**config.mk**
```make
export PLATFORM = sky130hd
export DESIGN_NAME = mcu_reg_bridge_flat
export DESIGN_NICKNAME = d
export VERILOG_FILES = /design/src/rtl/mcu_reg_bridge_if.sv /design/src/rtl/mcu_reg_bridge.sv /design/src/flat_wrapper.sv
export SDC_FILE = /design/constraint.sdc
export NUM_CORES = 1
export LEC_CHECK = 0
export ABC_CLOCK_PERIOD_IN_PS = 4200
export CAP_MARGIN = 0
export CORE_ASPECT_RATIO = 0.9
export CORE_MARGIN = 2
export CORE_UTILIZATION = 40
export DETAILED_ROUTE_END_ITERATION = 7
export PLACE_DENSITY = 0.66
export REMOVE_ABC_BUFFERS = 1
export SYNTH_ARGS = -nofsm -noshare
export SYNTH_HDL_FRONTEND = slang
export SYNTH_SLANG_ARGS = --single-unit
```
**constraint.sdc**
```tcl
create_clock -name clk -period 4.2 [get_ports clk]
set_clock_uncertainty 0.05 [all_clocks]
set_input_delay 0.42 -clock clk [delete_from_list [all_inputs] [get_ports clk]]
set_output_delay 0.42 -clock clk [all_outputs]
set_load 0.02 [all_outputs]
```
**src/rtl/mcu_reg_bridge_if.sv**
```systemverilog
// mcu_reg_bridge_if
//   Groups the MCU SPI pins that connect the bridge to the MCU.
//   master : the MCU side, which drives chip select, clock and MOSI
//   slave  : the bridge side, which drives MISO and the MISO output enable
//   spi_cs_n    chip select, active-low, async to clk
//   spi_sck     SPI clock (mode 0), async to clk
//   spi_mosi    data from the MCU
//   spi_miso    data to the MCU
//   spi_miso_oe high while the bridge sees chip select asserted
interface mcu_reg_bridge_if;
    logic spi_cs_n;
    logic spi_sck;
    logic spi_mosi;
    logic spi_miso;
    logic spi_miso_oe;

    modport master (
        output spi_cs_n,
        output spi_sck,
        output spi_mosi,
        input  spi_miso,
        input  spi_miso_oe
    );

    modport slave (
        input  spi_cs_n,
        input  spi_sck,
        input  spi_mosi,
        output spi_miso,
        output spi_miso_oe
    );
endinterface

```
**src/rtl/mcu_reg_bridge.sv**
```systemverilog
// mcu_reg_bridge
//   SPI slave (mode 0, MSB first) between the MCU and the mapper mux. The SPI pins
//   are oversampled in the clk domain. Write frames {1,xxx,addr} + 16 data bits are
//   published on wr_reg/wr_reg_addr, followed one clk later by a wr_reg_changed toggle.
//   Publishes are spaced by at least HOLD_CYCLES clk cycles so the m2-domain consumer
//   can capture each one; a single pending slot absorbs writes that arrive during the
//   hold (latest wins, sticky overrun flag). Read frames {0,xxx,addr} return 32 bits.
//   clk            system clock, SCK must be <= clk/8
//   cpu_reset      asynchronous active-high reset
//   spi            SPI pins (slave modport)
//   wr_reg         last published register value
//   wr_reg_addr    last published register address
//   wr_reg_changed toggles once per published write
//   status_reg     status word from the mapper mux, returned at address 0
module mcu_reg_bridge #(
    parameter int unsigned HOLD_CYCLES = 512,
    parameter logic [31:0] ID_WORD     = 32'h46434152
) (
    input  logic                 clk,
    input  logic                 cpu_reset,
    mcu_reg_bridge_if.slave      spi,
    output logic [15:0]          wr_reg,
    output logic [3:0]           wr_reg_addr,
    output logic                 wr_reg_changed,
    input  logic [31:0]          status_reg
);
    localparam int unsigned HW = $clog2(HOLD_CYCLES + 1);
    localparam logic [HW-1:0] HOLD_RELOAD = HW'(HOLD_CYCLES - 1);

    typedef enum logic [2:0] {WAIT_CS, IDLE, CMD, WDATA, RDATA, DONE} state_t;

    logic [2:0]    cs_q;
    logic [2:0]    sck_q;
    logic [1:0]    mosi_q;
    state_t        state_q, state_d;
    logic [5:0]    bitcnt_q, bitcnt_d;
    logic [14:0]   sh_q, sh_d;
    logic [3:0]    addr_q, addr_d;
    logic [31:0]   rd_shift_q, rd_shift_d;
    logic          miso_q, miso_d;
    logic          oe_q, oe_d;
    logic          pend_valid_q, pend_valid_d;
    logic [15:0]   pend_data_q, pend_data_d;
    logic [3:0]    pend_addr_q, pend_addr_d;
    logic          ov_q, ov_d;
    logic [HW-1:0] hold_q, hold_d;
    logic          tog_pend_q, tog_pend_d;
    logic [15:0]   wr_reg_q, wr_reg_d;
    logic [3:0]    wr_addr_q, wr_addr_d;
    logic          changed_q, changed_d;

    logic          cs_s, cs_rise, cs_fall, rise, fall, mosi_s;
    logic [3:0]    cmd_addr;
    logic [15:0]   wr_word;
    logic          wr_done, rd_clr, fire, ov_set;

    assign cs_s     = cs_q[1];
    assign cs_rise  = cs_q[1] & ~cs_q[2];
    assign cs_fall  = ~cs_q[1] & cs_q[2];
    assign rise     = sck_q[1] & ~sck_q[2];
    assign fall     = ~sck_q[1] & sck_q[2];
    assign mosi_s   = mosi_q[1];
    assign cmd_addr = {sh_q[2:0], mosi_s};
    assign wr_word  = {sh_q, mosi_s};

    always_comb begin
        state_d      = state_q;
        bitcnt_d     = bitcnt_q;
        sh_d         = sh_q;
        addr_d       = addr_q;
        rd_shift_d   = rd_shift_q;
        miso_d       = 1'b0;
        oe_d         = ~cs_s;
        pend_valid_d = pend_valid_q;
        pend_data_d  = pend_data_q;
        pend_addr_d  = pend_addr_q;
        ov_d         = ov_q;
        hold_d       = hold_q;
        tog_pend_d   = tog_pend_q;
        wr_reg_d     = wr_reg_q;
        wr_addr_d    = wr_addr_q;
        changed_d    = changed_q;
        wr_done      = 1'b0;
        rd_clr       = 1'b0;
        ov_set       = 1'b0;

        if (cs_rise && (state_q inside {CMD, WDATA, RDATA, DONE})) begin
            state_d = IDLE;
        end else begin
            case (state_q)
                WAIT_CS: if (cs_s) state_d = IDLE;
                IDLE: begin
                    if (cs_fall) begin
                        bitcnt_d = '0;
                        state_d  = CMD;
                    end
                end
                CMD: begin
                    if (rise) begin
                        sh_d     = {sh_q[13:0], mosi_s};
                        bitcnt_d = bitcnt_q + 6'd1;
                        if (bitcnt_q == 6'd7) begin
                            // sh_q[6] holds the first (rw) bit of the command byte
                            addr_d   = cmd_addr;
                            bitcnt_d = '0;
                            if (sh_q[6]) begin
                                state_d = WDATA;
                            end else begin
                                state_d = RDATA;
                                case (cmd_addr)
                                    4'h0: rd_shift_d = status_reg;
                                    4'h1: begin
                                        rd_shift_d = {30'd0, pend_valid_q, ov_q};
                                        rd_clr     = 1'b1;
                                    end
                                    4'hF: rd_shift_d = ID_WORD;
                                    default: rd_shift_d = '0;
                                endcase
                            end
                        end
                    end
                end
                WDATA: begin
                    if (rise) begin
                        sh_d     = {sh_q[13:0], mosi_s};
                        bitcnt_d = bitcnt_q + 6'd1;
                        if (bitcnt_q == 6'd15) begin
                            wr_done = 1'b1;
                            state_d = DONE;
                        end
                    end
                end
                RDATA: begin
                    miso_d = miso_q;
                    // The last bit stays on MISO until the MCU samples it on the
                    // following rise; only then is the frame complete.
                    if (fall && bitcnt_q != 6'd32) begin
                        miso_d     = rd_shift_q[31];
                        rd_shift_d = {rd_shift_q[30:0], 1'b0};
                        bitcnt_d   = bitcnt_q + 6'd1;
                    end else if (rise && bitcnt_q == 6'd32) begin
                        miso_d  = 1'b0;
                        state_d = DONE;
                    end
                end
                default: ;
            endcase
        end

        // Publish: slot -> outputs in cycle T+1, toggle and hold reload in T+2.
        fire = pend_valid_q && (hold_q == '0) && !tog_pend_q;
        if (fire) begin
            wr_reg_d     = pend_data_q;
            wr_addr_d    = pend_addr_q;
            pend_valid_d = 1'b0;
            tog_pend_d   = 1'b1;
        end
        if (tog_pend_q) begin
            changed_d  = ~changed_q;
            tog_pend_d = 1'b0;
            hold_d     = HOLD_RELOAD;
        end else if (hold_q != '0) begin
            hold_d = hold_q - HW'(1);
        end
        // A write landing in the publish cycle refills the just-emptied slot.
        if (wr_done) begin
            pend_data_d  = wr_word;
            pend_addr_d  = addr_q;
            pend_valid_d = 1'b1;
            ov_set       = pend_valid_q && !fire;
        end
        if (rd_clr) ov_d = 1'b0;
        if (ov_set) ov_d = 1'b1;
    end

    always_ff @(posedge clk or posedge cpu_reset) begin
        if (cpu_reset) begin
            // CS sync resets to "asserted" so a frame in flight is ignored until
            // the MCU actually releases chip select.
            cs_q         <= '0;
            sck_q        <= '0;
            mosi_q       <= '0;
            state_q      <= WAIT_CS;
            bitcnt_q     <= '0;
            sh_q         <= '0;
            addr_q       <= '0;
            rd_shift_q   <= '0;
            miso_q       <= 1'b0;
            oe_q         <= 1'b0;
            pend_valid_q <= 1'b0;
            pend_data_q  <= '0;
            pend_addr_q  <= '0;
            ov_q         <= 1'b0;
            hold_q       <= '0;
            tog_pend_q   <= 1'b0;
            wr_reg_q     <= '0;
            wr_addr_q    <= '0;
            changed_q    <= 1'b0;
        end else begin
            cs_q         <= {cs_q[1:0], spi.spi_cs_n};
            sck_q        <= {sck_q[1:0], spi.spi_sck};
            mosi_q       <= {mosi_q[0], spi.spi_mosi};
            state_q      <= state_d;
            bitcnt_q     <= bitcnt_d;
            sh_q         <= sh_d;
            addr_q       <= addr_d;
            rd_shift_q   <= rd_shift_d;
            miso_q       <= miso_d;
            oe_q         <= oe_d;
            pend_valid_q <= pend_valid_d;
            pend_data_q  <= pend_data_d;
            pend_addr_q  <= pend_addr_d;
            ov_q         <= ov_d;
            hold_q       <= hold_d;
            tog_pend_q   <= tog_pend_d;
            wr_reg_q     <= wr_reg_d;
            wr_addr_q    <= wr_addr_d;
            changed_q    <= changed_d;
        end
    end

    assign spi.spi_miso    = miso_q;
    assign spi.spi_miso_oe = oe_q;
    assign wr_reg          = wr_reg_q;
    assign wr_reg_addr     = wr_addr_q;
    assign wr_reg_changed  = changed_q;
endmodule

```
**src/flat_wrapper.sv**
```systemverilog
// flat-port wrapper written by rule: the top's interface ports become plain ports
module mcu_reg_bridge_flat 
#(
    parameter int unsigned HOLD_CYCLES = 512,
    parameter logic [31:0] ID_WORD     = 32'h46434152
)
  (clk, cpu_reset, wr_reg, wr_reg_addr, wr_reg_changed, status_reg, spi_spi_cs_n, spi_spi_sck, spi_spi_mosi, spi_spi_miso, spi_spi_miso_oe);
  mcu_reg_bridge_if spi_i ();
  input  logic clk;
  input  logic cpu_reset;
  output logic [15:0] wr_reg;
  output logic [3:0] wr_reg_addr;
  output logic wr_reg_changed;
  input  logic [31:0] status_reg;
  input wire logic [$bits(spi_i.spi_cs_n)-1:0] spi_spi_cs_n;
  input wire logic [$bits(spi_i.spi_sck)-1:0] spi_spi_sck;
  input wire logic [$bits(spi_i.spi_mosi)-1:0] spi_spi_mosi;
  output wire logic [$bits(spi_i.spi_miso)-1:0] spi_spi_miso;
  output wire logic [$bits(spi_i.spi_miso_oe)-1:0] spi_spi_miso_oe;
  assign spi_i.spi_cs_n = spi_spi_cs_n;
  assign spi_i.spi_sck = spi_spi_sck;
  assign spi_i.spi_mosi = spi_spi_mosi;
  assign spi_spi_miso = spi_i.spi_miso;
  assign spi_spi_miso_oe = spi_i.spi_miso_oe;
  mcu_reg_bridge #(.HOLD_CYCLES(HOLD_CYCLES), .ID_WORD(ID_WORD)) u_core (.clk(clk), .cpu_reset(cpu_reset), .spi(spi_i), .wr_reg(wr_reg), .wr_reg_addr(wr_reg_addr), .wr_reg_changed(wr_reg_changed), .status_reg(status_reg));
endmodule
```
* Word-level counts from Yosys, hierarchy flattened
Index checks and enable logic that the tools add are counted.
** Cells by class
- Shifts and indexed selects :: 0
- Reduce and logical (&&, ||, !) cells :: 25
- Bitwise operators :: 10
- Multiply operators :: 0
- Mux-type cells :: 46
- Div/mod/pow operators :: 0
- Eq/ne operators :: 26
- Magnitude comparators :: 0
- Add/sub/neg operators :: 2
** Operators with widths (number)
- $mux W32 :: 4
- $pmux W32 S3 :: 1
- $pmux W32 S2 :: 1
- $mux W3 :: 10
- $mux W6 :: 5
- $pmux W6 S4 :: 1
- $mux W1 :: 21
- $mux W10 :: 2
- $pmux W3 S5 :: 1
- $ne A3 B3 Y1 const B :: 4
- $reduce_and A6 Y1 :: 2
- $logic_not A10 Y1 :: 1
- $reduce_bool A10 Y1 :: 1
- $sub A10 B1 Y10 const B :: 1
- $reduce_and A9 Y1 :: 1
- $reduce_bool A2 Y1 :: 4
- $reduce_bool A4 Y1 :: 2
- $add A6 B1 Y6 const B :: 1
- $eq A3 B2 Y1 const B :: 2
- $eq A3 B3 Y1 const B :: 2
- $eq A6 B3 Y1 const B :: 1
- $eq A6 B4 Y1 const B :: 1
- $eq A6 B6 Y1 const B :: 1
- $logic_and A1 B1 Y1 :: 6
- 18 further kinds :: 33
** Word-level totals
- Output and inout bits :: 23
- Latch bits :: 0
- RAM bits :: 0
- Logic and storage cells :: 128
- Memories kept :: 0
- ROM bits :: 0
- Flip-flop bits (word level) :: 124
- Bits of input ports :: 37

* Depth between registers and ports, before layout
Gate-level depths: netlist (run 1).
- Depth in word-level cells :: 9
- Depth in mapped cells :: 8

* Worst setup path before layout (run 1)
No wires, ideal clock.
- Kind :: register to register
- Start :: register u_core.hold_q[0]
- End :: register u_core.wr_reg_q[10], in the netlist u_core.wr_reg[10]
- Stages on the path, launching flop included :: 9
- Buffers on the path :: 1
- Arrival :: 2175 ps
- Slack :: 1850 ps
- Cell sequence :: dfrtp_1 -> inv_1 -> ha_1 -> or3b_1 -> or4b_4 -> nor2_2 -> nand2_2 -> buf_6 -> mux2_4
** On the way
- Cells in the longest elaborated chain, start to end :: 3
** Ends and longest elaborated chain
- start, declared :: RTL line mcu_reg_bridge.sv:46 : logic [HW-1:0] hold_q, hold_d;
- start signal, assigned :: RTL line mcu_reg_bridge.sv:214 : hold_q <= hold_d;
- $logic_not A10 Y1 :: RTL line mcu_reg_bridge.sv:151 : fire = pend_valid_q && (hold_q == '0) && !tog_pend_q;
- $logic_and A1 B1 Y1 (2 in series) :: RTL line mcu_reg_bridge.sv:151
- end signal, assigned :: RTL line mcu_reg_bridge.sv:216 : wr_reg_q <= wr_reg_d;
- end, declared :: RTL line mcu_reg_bridge.sv:48 : logic [15:0] wr_reg_q, wr_reg_d;
Every way passes these cells.
A chain may end at the register's enable or synchronous reset.

* Worst setup path after layout (run 1)
- Start :: register u_core.state_q[2]
- End :: register u_core.pend_addr_q[0]
** On the way
- Cells in the longest elaborated chain, start to end :: 4
** Ends and longest elaborated chain
- start, declared :: RTL line mcu_reg_bridge.sv:35 : state_t state_q, state_d;
- start signal, assigned :: RTL line mcu_reg_bridge.sv:203 : state_q <= state_d;
- $eq A3 B2 Y1, or another cell as far along :: RTL line mcu_reg_bridge.sv:87 : if (cs_rise && (state_q inside {CMD, WDATA, RDATA, DONE})) begin
- $reduce_bool A4 Y1 :: RTL line mcu_reg_bridge.sv:87
- $logic_and A1 B1 Y1 :: RTL line mcu_reg_bridge.sv:87
- $mux W1 (*) :: RTL line mcu_reg_bridge.sv:87
- end signal, assigned :: RTL line mcu_reg_bridge.sv:212 : pend_addr_q <= pend_addr_d;
- end, declared :: RTL line mcu_reg_bridge.sv:44 : logic [3:0] pend_addr_q, pend_addr_d;
Every way passes the cells marked *; elsewhere a longest branch is shown, timed or not.

==> flow_metrics.env, run 1 <==
export IMPL_hpwl_mm=7.10
export IMPL_worst_pin_slew_ns=0.960
export IMPL_cts_hold_buf=0
export IMPL_crit_arrival_ns=3.07
export IMPL_yosys_area_share_adder=0.00900
export IMPL_leakage_nw=3.29
export IMPL_utilization=0.509
export IMPL_synthCells=498
export IMPL_end_kind="flop"
export IMPL_slowest_delay_ns=0.85
export IMPL_fin_crit_ns=2.83
export IMPL_synth_compound_area_share=0.127
export IMPL_synth_mux_area_frac=0.138
export IMPL_setup_viol=0
export IMPL_path_class="flop to flop"
export IMPL_cp_slowest_cell="or3_1"
export IMPL_pre_cts_ws_ns=1.38
export IMPL_clockBufferDepth=2
export IMPL_grt_pass1_vias=4005
export IMPL_final_nets=594
export IMPL_startpoint_type="flop"
export IMPL_wire_per_inst_um=15.0
export IMPL_busiest_layer="met2"
export IMPL_cts_sinks=124
export IMPL_vias=3812
export IMPL_ys_seq_elements=124
export IMPL_ant_nets=0
export IMPL_place_inst=702
export IMPL_setup_tns_ns=0
export IMPL_synth_top_family_by_area="multiplexers"
export IMPL_final_cell_mix="124 x dfrtp_1, 59 x clkdlybuf4s50_1, 50 x a21oi_1, 50 x nand2_1, 44 x o21ai_0"
export IMPL_syn_area_mm2=0.00556
export IMPL_total_power_mw=3.34
export IMPL_fin_ws_ns=1.37
export IMPL_fmax_ghz=0.354
export IMPL_antenna_cells=0
export IMPL_timing_hold_ws_ns=0.303
export IMPL_hold_viol=0
export IMPL_cts_resized_gates=0
export IMPL_slew_violations=0
export IMPL_pwr_share_seq=0.444
export IMPL_synth_edff_count=0
export IMPL_final_fill_count=1117
export IMPL_dr_first_iter_drc_count=206
export IMPL_layout_area_seq_mm2=0.00310
export IMPL_drive_above_1_share=0.189
export IMPL_vias_per_cell=5.19
export IMPL_post_cts_buffers=0
export IMPL_yosys_area_top_type="dfrtp_1"
export IMPL_final_common_cell="dfrtp_1"
export IMPL_synth_top_cell_area_share=0.558
export IMPL_synthDistinctLibCells=53
export IMPL_cts_tree="yes"
export IMPL_outcome="completed"
export IMPL_wl_mm=11.0
export IMPL_switching_share=0.290
export IMPL_grt_pass1_wl_mm=19.1
export IMPL_htree_levels=4
export IMPL_internal_power_mw=2.37
export IMPL_grt_usage=0.162
export IMPL_dr_pass1_iters=4
export IMPL_synth_area_leaders="dfrtp_1 56%, mux2_2 7.9%, mux2_4 5.1%, a21oi_1 4.5%, o21ai_0 4.0%"
export IMPL_rsz0062_at_grt="no"
export IMPL_fin_cells=734
export IMPL_path_cells="nand2b_1, nor2_2, nand2_2, or3_1, mux2_1"
export IMPL_cts_root_buffer="clkbuf_16"
export IMPL_io_pins=60
export IMPL_worst_ir_drop_vdd_mv=0.407
export IMPL_grt_overflow=0
export IMPL_largest_reg_flops=32
export IMPL_power_switching_uw=967
export IMPL_clk_latency_ns=0.41
export IMPL_worstPathMaxFanout=22
export IMPL_worstPathRequired_ns=4.44
export IMPL_hold_class="flop to flop"
export IMPL_relSlewSlack=0.360
export IMPL_place_congestion=0.819
export IMPL_synth_ff_type="dfrtp_1"
export IMPL_cts_buffers=17
export IMPL_rows=40
export IMPL_yosys_warnings=0
export IMPL_avgSynthCellArea_um2=11.2
export IMPL_pwr_share_clk=0.397
export IMPL_die_area_mm2=0.0149
export IMPL_powerDensity_mw_per_mm2=487
export IMPL_antenna_found_initial=0
export IMPL_met1_usage=0.218
export IMPL_area_growth_synth_to_final_pct=23.2
export IMPL_core_area_mm2=0.0135
export IMPL_yosysSeqAreaShare=0.558
export IMPL_cap_violations=0
export IMPL_dpl_cell_area_mm2=0.00630
export IMPL_fin_crit_sh=0.673
export IMPL_synth_simple_area_share=0.126
export IMPL_design_area_mm2=0.00685
export IMPL_power_frac_comb=0.159
export IMPL_die_h_um=116
export IMPL_drcViolationCount=0
export IMPL_die_w_um=128
export IMPL_grt_max_degree=70
export IMPL_grt_met2_usage=0.258
export IMPL_io_buffers=59
export IMPL_globalRouteMet3Util=0.0392
export IMPL_synth_xor_area_frac=0.00946
export IMPL_multi_input_area_mm2=0.00230
export IMPL_start_util=0.413
export IMPL_cts_clk_slew_worst_paths_ns=0.06
export IMPL_async_flop_share=1.00
==> cells by family (layout without fill, tap and decap cells) <==
logic type	Yosys count	after routing
mux	62	62
buf+inv	42	110
compound gates	123	123
fa+ha+maj	4	4
simple gates	137	137
xor+xnor	6	6
flops	124	124
==> layout make-up <==
type / instances / area share
clock inverter: 12 / 0.0132
inverter: 13 / 0.00749
multi-input combinational: 332 / 0.336
tap: 168 / 0.0307
sequential: 124 / 0.453
clock buffer: 20 / 0.0667
timing repair buffer: 65 / 0.0928
==> metal layers <==
| metal | vias to the layer above | share of wire |
|---|---|---|
| li1 | 1866 | - |
| met1 | 1865 | 0.49 |
| met2 | 70 | 0.46 |
| met3 | 11 | 0.040 |
| met4 | 0 | 0.011 |
| met5 | - | 0 |
==> final timing paths <==
check	to	startpoint	cells after the start	slack [ns]
worst max-delay path	u_core.pend_addr_q[0]	u_core.state_q[2]	5	1.37
worst min-delay path	u_core.sck_q[1]	u_core.sck_q[0]	0	0.30
worst max register to register	u_core.pend_addr_q[0]	u_core.state_q[2]	5	1.37
worst min register to register	u_core.sck_q[1]	u_core.sck_q[0]	0	0.30
max in group asynchronous	u_core.pend_addr_q[3]	cpu_reset	3	2.81
min in group asynchronous	u_core.wr_reg_changed	cpu_reset	2	0.50
==> power groups by stage <==
| stage | clock (mW) | sequential [mW] | combinational [mW] |
|---|---|---|---|
| after floorplan | 0 | 1.46 | 0.383 |
| after global placement | 0 | 1.49 | 0.512 |
| after detailed placement | 0 | 1.50 | 0.534 |
| after CTS | 1.35 | 1.48 | 0.538 |
| after global routing | 1.40 | 1.51 | 0.621 |
| final | 1.32 | 1.48 | 0.531 |
==> cells in the mapped netlist, types with 6 or more instances <==
cell	instances
nand2_1	50
dfrtp_1	124
and3_1	22
nand3_1	6
inv_1	13
a21oi_1	50
nor2_1	21
o21ai_0	44
clkbuf_1	19
mux2_2	39
nand2b_1	6
mux2_4	19
buf_2	7
==> critical path: cells and delay by family, from the launching register on <==
kind	cells	cell delay, ns
muxes	1	0.46
and+or+nand+nor	4	1.71
DFF	1	0.49
Power figures use the tool's default switching activity.
==> run 2, diff against run 1 <==
--- a/config.mk
+++ b/config.mk
@@ -5,7 +5,7 @@
 export SDC_FILE = /design/constraint.sdc
 export NUM_CORES = 1
 export LEC_CHECK = 0
-export ABC_CLOCK_PERIOD_IN_PS = 4200
+export ABC_CLOCK_PERIOD_IN_PS = 2900
 export CAP_MARGIN = 0
 export CORE_ASPECT_RATIO = 0.9
 export CORE_MARGIN = 2
==> constraint.sdc (replaced) <==
create_clock -name clk -period 2.9 [get_ports clk]
set_clock_uncertainty 0.05 [all_clocks]
set_input_delay 0.29 -clock clk [delete_from_list [all_inputs] [get_ports clk]]
set_output_delay 0.29 -clock clk [all_outputs]
set_load 0.02 [all_outputs]
==> run 2 against run 1 <==
Effect of this change:
- flip-flop and latch count unchanged
- cell count up 0.68%
- via count up 2.2%
- sequential share of layout area down 0.96 points
- cell area up 2.2%
- register-to-register slack worse by 1.1 ns
- setup slack worse by 1.1 ns
- clock power up 72%
- utilization up 1.1 points
- critical endpoint is now u_core.wr_reg_addr[0]
- largest cell class unchanged
==> flow_metrics.env, run 2 (synthesized netlist as in run 1, its figures left out) <==
export IMPL_drive_above_1_share=0.191
export IMPL_io_buffers=59
export IMPL_final_cell_mix="124 x dfrtp_1, 59 x clkdlybuf4s50_1, 50 x a21oi_1, 50 x nand2_1, 44 x o21ai_0"
export IMPL_slowest_delay_ns=0.58
export IMPL_final_common_cell="dfrtp_1"
export IMPL_path_cells="inv_1, ha_1, or3b_1, or4b_4, nor2_2, nand2_2, buf_4, mux2_4"
export IMPL_start_util=0.413
export IMPL_hpwl_mm=7.17
export IMPL_worst_pin_slew_ns=0.798
export IMPL_crit_arrival_ns=2.84
export IMPL_dpl_cell_area_mm2=0.00636
export IMPL_reg2reg_depth=8
export IMPL_timing_hold_ws_ns=0.275
export IMPL_switching_share=0.264
export IMPL_rsz0062_at_grt="no"
export IMPL_clockBufferDepth=2
export IMPL_power_switching_mw=1.38
export IMPL_crit_buf_inv=2
export IMPL_outcome="completed"
export IMPL_wire_per_inst_um=15.2
export IMPL_timing_rr_start="u_core.hold_q[0]"
export IMPL_grt_usage=0.165
export IMPL_fin_crit_sh=0.897
export IMPL_largest_reg_flops=32
export IMPL_cts_hold_buf=0
export IMPL_fin_ws_ns=0.299
export IMPL_slew_violations=0
export IMPL_cts_resized_gates=0
export IMPL_wl_mm=11.2
export IMPL_htree_levels=4
export IMPL_design_area_mm2=0.00700
export IMPL_r2r_slack_ns=0.30
export IMPL_hold_class="input pin to async pin"
export IMPL_vias=3894
export IMPL_fin_crit_ns=2.60
export IMPL_grt_overflow=0
export IMPL_drcViolationCount=0
export IMPL_cts_root_buffer="clkbuf_16"
export IMPL_cap_violations=0
export IMPL_dr_pass1_iters=5
export IMPL_antenna_cells=0
export IMPL_hold_viol=0
export IMPL_cts_clk_slew_worst_paths_ns=0.05
export IMPL_internal_power_mw=3.83
export IMPL_cts_buffers=17
export IMPL_worstPathMaxFanout=21
export IMPL_critical_path_top_delay_family="simple AND/OR/NAND/NOR gates"
export IMPL_die_area_mm2=0.0149
export IMPL_end_kind="flop"
export IMPL_worstPathRequired_ns=3.14
export IMPL_area_growth_synth_to_final_pct=25.9
export IMPL_cp_slowest_cell="or4b_4"
export IMPL_setup_viol=0
export IMPL_die_h_um=116
export IMPL_antenna_found_initial=0
export IMPL_pwr_share_clk=0.436
export IMPL_cts_sinks=124
export IMPL_relSlewSlack=0.468
export IMPL_core_area_mm2=0.0135
export IMPL_clk_latency_ns=0.41
export IMPL_ant_nets=0
export IMPL_pre_cts_ws_ns=0.332
export IMPL_grt_pass1_vias=4047
export IMPL_powerDensity_mw_per_mm2=744
export IMPL_grt_max_degree=51
export IMPL_cts_tree="yes"
export IMPL_place_congestion=0.777
export IMPL_final_nets=599
export IMPL_rows=40
export IMPL_vias_per_cell=5.27
export IMPL_grt_pass1_wl_mm=19.3
export IMPL_post_cts_buffers=0
export IMPL_io_pins=60
export IMPL_worst_ir_drop_vdd_mv=0.406
export IMPL_fmax_ghz=0.385
export IMPL_dr_first_iter_drc_count=234
export IMPL_pwr_share_seq=0.413
export IMPL_leakage_nw=3.37
export IMPL_startpoint_type="flop"
export IMPL_setup_tns_ns=0
export IMPL_timing_rr_end="u_core.wr_reg_addr[0]"
export IMPL_power_frac_comb=0.150
export IMPL_die_w_um=128
export IMPL_total_power_mw=5.21
export IMPL_path_class="flop to flop"
run 2: cell types whose count changed in the layout (fill, tap and decap cells not counted):
cell,previous run,this run
buf_4,6,9
bufinv_16,0,5
clkinvlp_4,6,2
inv_6,2,0
clkbuf_1,1,4
clkbuf_8,2,0
buf_12,0,2
run 2: area by class of cell:
| type | count | area [um^2] |
|---|---|---|
| clock buffers | 21 | 440 |
| flip-flops and latches | 124 | 3100 |
| well taps | 168 | 210 |
| clock inverters | 11 | 193 |
| multi-input cells | 332 | 2300 |
| repair buffers | 70 | 698 |
| inverters | 13 | 51.3 |
| fillers | 1163 | 6460 |
run 2: worst register-to-register path, delay by kind of cell, from the launching register on:
family | cells | cell delay [ns]
adders and majority gates | 1 | 0.18
DFF | 1 | 0.41
and+or+nand+nor | 4 | 1.16
muxes | 1 | 0.34
buffers and inverters | 2 | 0.35
run 2: routing by layer:
metal,GRT usage,wire (um)
met3,0.0517,508
met2,0.266,5350
met1,0.219,5310
met4,0.0432,59
met5,0,0
run 2: how the worst max path moves through the flow:
stage                                 start               endpoint  slack (ns)  cells past startpoint
final                      u_core.hold_q[0]  u_core.wr_reg_addr[0]        0.30                      8
after global placement     u_core.hold_q[0]      u_core.wr_reg[13]        0.39                      8
after detailed placement   u_core.hold_q[0]      u_core.wr_reg[14]        0.33                      8
after global routing       u_core.hold_q[0]      u_core.wr_reg[10]        0.24                      8
after CTS                  u_core.hold_q[0]      u_core.wr_reg[12]        0.32                      8
after floorplan           u_core.state_q[2]     u_core.bitcnt_q[5]       -1.49                      5
run 2: per-stage QoR:
stage                util  std cells
floorplan               -        469
global placement    0.473        707
detailed placement  0.473        707
CTS                 0.520        739
global route        0.520        739
finish              0.520        739
run 2: power groups by stage:
stage               Sequential (mW)  Combinational, mW  Clock [mW]
floorplan                      2.12              0.555           0
global placement               2.16              0.750           0
detailed placement             2.18              0.780           0
CTS                            2.15              0.790        2.32
global route                   2.18              0.903        2.38
finish                         2.15              0.783        2.27
==> variant 1, RTL diff (config.mk and constraints of run 2) <==
Register the input `status_reg` before use, without a reset. The logic sees it one clock later. The other inputs are not delayed to match.
--- a/src/rtl/mcu_reg_bridge.sv
+++ b/src/rtl/mcu_reg_bridge.sv
@@ -31,2 +31,8 @@
 
+    logic [31:0] status_reg_q;
+
+    always_ff @(posedge clk) begin
+        status_reg_q <= status_reg;
+    end
+
     logic [2:0]    cs_q;
@@ -110,3 +116,3 @@
                                 case (cmd_addr)
-                                    4'h0: rd_shift_d = status_reg;
+                                    4'h0: rd_shift_d = status_reg_q;
                                     4'h1: begin
Behaviour: same outputs for any inputs over 10 cycles, from zero or initial values and one cycle with cpu_reset high; that may be too few to reach the edited logic, so the function may still have changed.
==> variant 1 against run 2 <==
Largest power group is now sequential cells. Synthesized cell count up 10%. Via count grew 5.4%. Sequential cell count up 32. Worst setup slack improved by 0.13 ns. Combinational power rose by 2.7%. Design area is 9.8% higher. Routed wire length is 3.4% higher. Global-route usage is 1.1 points lower. Power is 6.7% higher. Synthesized area rose by 12%. Sequential share of layout area up 4.4 points.
==> variant 1: results (changes against run 2) <==
outcome completed (unchanged); first-pass GRT wire length 20,080 um (was 19,330 um); via count 4,104 (was 3,894); WHS 0.2324 ns (was 0.2750 ns); Fillers 1,316 (was 1,163); mux contribution to synthesized area 10.88% (was 13.80%); Sw Ratio 26.53% (was 26.44%); Placement Setup Slack 0.5022 ns (was 0.3325 ns); adder-cell share of the synthesized area 0.8031% (was 0.9005%); Avg Inst Size Synth 11.33 um2 (was 11.16 um2); Starting DRT DRC Count 275 (was 234); largest net degree at the start of global routing 65 (was 51); fin nets 654 (was 599); GRT Total Usage 15.46% (was 16.52%); Area after DPL 0.007079 mm2 (was 0.006365 mm2); sequential area share after synthesis 60.07% (was 55.83%); static leakage 3.648 nW (was 3.375 nW); Worst Path Max Fanout 64 (was 21); Synth async-reset ratio 79.49% (was 100.0%); Clk pwr share 39.7% (was 43.6%); drt pass-1 iters 4 (was 5); measured slew at the worst slew-check pin 0.8493 ns (was 0.7977 ns); worst IR drop on VDD 0.5180 mV (was 0.4055 mV); Final Worst Setup Slack 0.4321 ns (was 0.2993 ns); Comb pwr share 14.5% (was 15.0%); layout cells sized above 1 15.97% (was 19.09%); vias in the first global route 4,169 (was 4,047); FF-to-FF path depth 6 (was 8); Placed Cells 796 (was 707); post-DP HPWL 7800 um (was 7172 um); Post-synth top cells dfrtp_1 (124), nand2_1 (72), a21oi_1 (51) (was dfrtp_1 (124), a21oi_1 (50), nand2_1 (50)); top cells by area, synth dfrtp_1 (50%), dfxtp_1 (10%), mux2_2 (5.4%) (was dfrtp_1 (56%), mux2_2 (7.9%), mux2_4 (5.1%)); Distinct cells, synth 51 (was 53); Arr. time, crit path 2.69 ns (was 2.84 ns); Comb. pwr 0.000804 W (was 0.000783 W); Compound-Gate Fraction of Synth Area 10.98% (was 12.65%); total routed wirelength 11,610 um (was 11,220 um); capture point of the worst reg-to-reg path u_core.rd_shift_q[17] (was u_core.wr_reg_addr[0]); gpl congestion 0.8220 (was 0.7766); Setup crit start u_core.state_q[1] (was u_core.hold_q[0]); Post-Synth XOR/XNOR Area 0.7027% (was 0.9455%); vias per cell 4.957 (was 5.269)
variant 1: per-layer routing:
layer / vias to the layer above / wire length (um) / track usage (%)
met3: 16 / 536 / 4.213
met4: 0 / 184 / 6.706
li1: 2034 / - / -
met1: 1960 / 5571 / 20.26
met5: - / 0 / 0
met2: 94 / 5317 / 24.21
variant 1: cell type report:
cell class / instances / area, um2 / share of cell area, %
Clock buffer: 29 / 585.6 / 7.621
Multi-Input combinational cell: 349 / 2316 / 30.14
Sequential cell: 156 / 3744 / 48.72
Clock inverter: 3 / 18.77 / 0.2443
Timing Repair Buffer: 72 / 700.7 / 9.119
Inverter: 17 / 66.31 / 0.8631
Tap cell: 202 / 252.7 / 3.289
variant 1: worst max-delay path: stages (launching register included):
cell       delay [ns]
dfrtp_1          0.52
nand2b_1         0.26
a2111oi_0        0.78
o221ai_4         0.14
buf_4            0.33
nand2_1          0.14
o21ai_1          0.08
==> variant 2, RTL diff (config.mk and constraints of run 2) <==
Without the edit above. `HOLD_CYCLES` is set to 512 in 2 places; all go to 128.
--- a/src/rtl/mcu_reg_bridge.sv
+++ b/src/rtl/mcu_reg_bridge.sv
@@ -15,3 +15,3 @@
 module mcu_reg_bridge #(
-    parameter int unsigned HOLD_CYCLES = 512,
+    parameter int unsigned HOLD_CYCLES = 128,
     parameter logic [31:0] ID_WORD     = 32'h46434152
--- a/src/flat_wrapper.sv
+++ b/src/flat_wrapper.sv
@@ -3,3 +3,3 @@
 #(
-    parameter int unsigned HOLD_CYCLES = 512,
+    parameter int unsigned HOLD_CYCLES = 128,
     parameter logic [31:0] ID_WORD     = 32'h46434152
Formal check against the unedited RTL: no difference found for any inputs over 4 cycles, from zero or initial values and one cycle with cpu_reset high; that may be too few to reach the edited logic, so the function may still have changed.
==> variant 2 against run 2 <==
Global-route usage is 0.32 points lower. Sequential cell count is 2 lower. Synthesized area is 0.70% lower. Via count shrank 1.6%. Sequential share of layout area is 0.53 points lower. Hold slack got worse by 0.053 ns. Routed wire length down 3.1%. Die area is 0.68% lower. Worst setup slack better by 0.36 ns. Sequential power up 14%. Design area is 0.43% lower. Synthesized cell count down 1.8%. Power up 20%. Largest power group is now sequential cells.
==> variant 2: results (changes against run 2) <==
outcome completed (unchanged); Worst Path Max Fanout 64 (was 21); Distinct cells, synth 55 (was 53); drt pass-1 iters 4 (was 5); sequential area share after synthesis 55.32% (was 55.83%); Worst R2R Setup Slack 0.66 ns (was 0.30 ns); Starting DRT DRC Count 295 (was 234); clock-pin slew on the worst setup and hold paths 0.06 ns; first-pass GRT wire length 18,900 um (was 19,330 um); PostCTS Resize Cnt 0 (unchanged); postcts setup bufs 0 (unchanged); gpl congestion 0.8175 (was 0.7766); launching point of the worst reg2reg path u_core.state_q[1] (was u_core.hold_q[0]); M1 GR Usage 22.62% (was 21.89%); Area after DPL 0.006287 mm2 (was 0.006365 mm2); met2 usage 24.85% (was 26.63%); ant diodes 0 (unchanged); initial antenna violation count 0 (unchanged); total routed wirelength 10,870 um (was 11,220 um); largest net degree at the start of global routing 65 (was 51); Crit Path Class reg2reg (unchanged); Largest register FFs 32 (unchanged); post-DP HPWL 7376 um (was 7172 um); fin nets 591 (was 599); top cells by area, synth dfrtp_1 (55%), mux2_1 (5.9%), mux2_2 (5.1%) (was dfrtp_1 (56%), mux2_2 (7.9%), mux2_4 (5.1%)); Main synth FF type dfrtp_1 (unchanged); worst hold path type in2async (unchanged); Post-synth top cells dfrtp_1 (122), a21oi_1 (52), nand2_1 (47) (was dfrtp_1 (124), a21oi_1 (50), nand2_1 (50)); Num CTS Buffers 17 (unchanged); layout cells sized above 1 15.63% (was 19.09%); Arr. time, crit path 2.45 ns (was 2.84 ns); static leakage 3.263 nW (was 3.375 nW); H-tree levels 4 (unchanged); Fillers 1,168 (was 1,163); WHS 0.2219 ns (was 0.2750 ns); measured slew at the worst slew-check pin 0.5810 ns (was 0.7977 ns); met3 usage 4.201% (was 5.171%); Root Buffer clkbuf_16 (unchanged); CTS Buffer Depth 2 (unchanged); Synth async-reset ratio 100.0% (unchanged); worst IR drop on VDD 0.4958 mV (was 0.4055 mV); Worst-Skew Late Latency 0.41 ns (about the same); Die X 127.8 um (was 128.3 um); I/O Buffers 59 (unchanged); via count 3,831 (was 3,894); yosys warns 0 (unchanged); GRT Total Usage 16.20% (was 16.52%)
## variant 2: cell types whose count changed after synthesis, moves of 5 or more
cell      before  now
mux2_4        19    6
o21ai_1        0   35
nand2b_1       6   11
mux2_2        39   25
o21ai_0       44    5
mux2_1         2   29
buf_4          0    5
## variant 2: worst paths after layout
path,endpoint,cells past startpoint
max in group asynchronous,u_core.wr_reg[5],3
max reg2reg,u_core.rd_shift_q[10],5
min reg2reg,u_core.mosi_q[1],0
min,u_core.sck_q[0],2
max,u_core.rd_shift_q[10],5
min in group clk,u_core.cs_q[0],1
## variant 2: layout make-up
class	instances	share of cell area (%)
flip-flops and latches	122	43.81
multi-input cells	324	32.77
repair buffers	69	9.732
clock buffers	19	6.357
clock inverters	13	3.412
well taps	168	3.017
inverters	16	0.8978
## variant 2: critical path, cell delays in order (launching register included)
cell	delay (ns)
dfrtp_1	0.61
and2b_1	0.33
a21oi_2	0.13
o311ai_4	0.26
buf_4	0.51
o21ai_1	0.16
## variant 2: cell families after synthesis
logic type	synth area share (%)
AOI/OAI and AO/OA	13.69
xor gates and xnor gates	0.6349
adders and majority gates	0.9069
buffers and inverters	3.423
DFF	55.32
muxes	12.65
and+or+nand+nor	13.38
## variant 2: layer usage
metal	wire [um]	share of wire (%)	up-vias
met5	0	0	-
met1	5341	49	1868
met4	127	1.2	0
met2	4978	46	92
met3	427	3.9	12
li1	-	-	1859
## variant 2: through the flow
stage	instances	util, %	setup WS [ns]
after CTS	731	51.95	0.6778
after global routing	731	51.95	0.4354
after global placement	699	46.88	0.7249
after floorplan	462	-	-0.6825
after detailed placement	699	46.88	0.6892
final	731	51.95	0.6607
## variant 2: report_power, final
group	switching [W]	internal (W)
Sequential	0.000368	0.00209
Clock	0.000775	0.00164
Combinational	0.000785	0.000608
Total	0.00193	0.00434
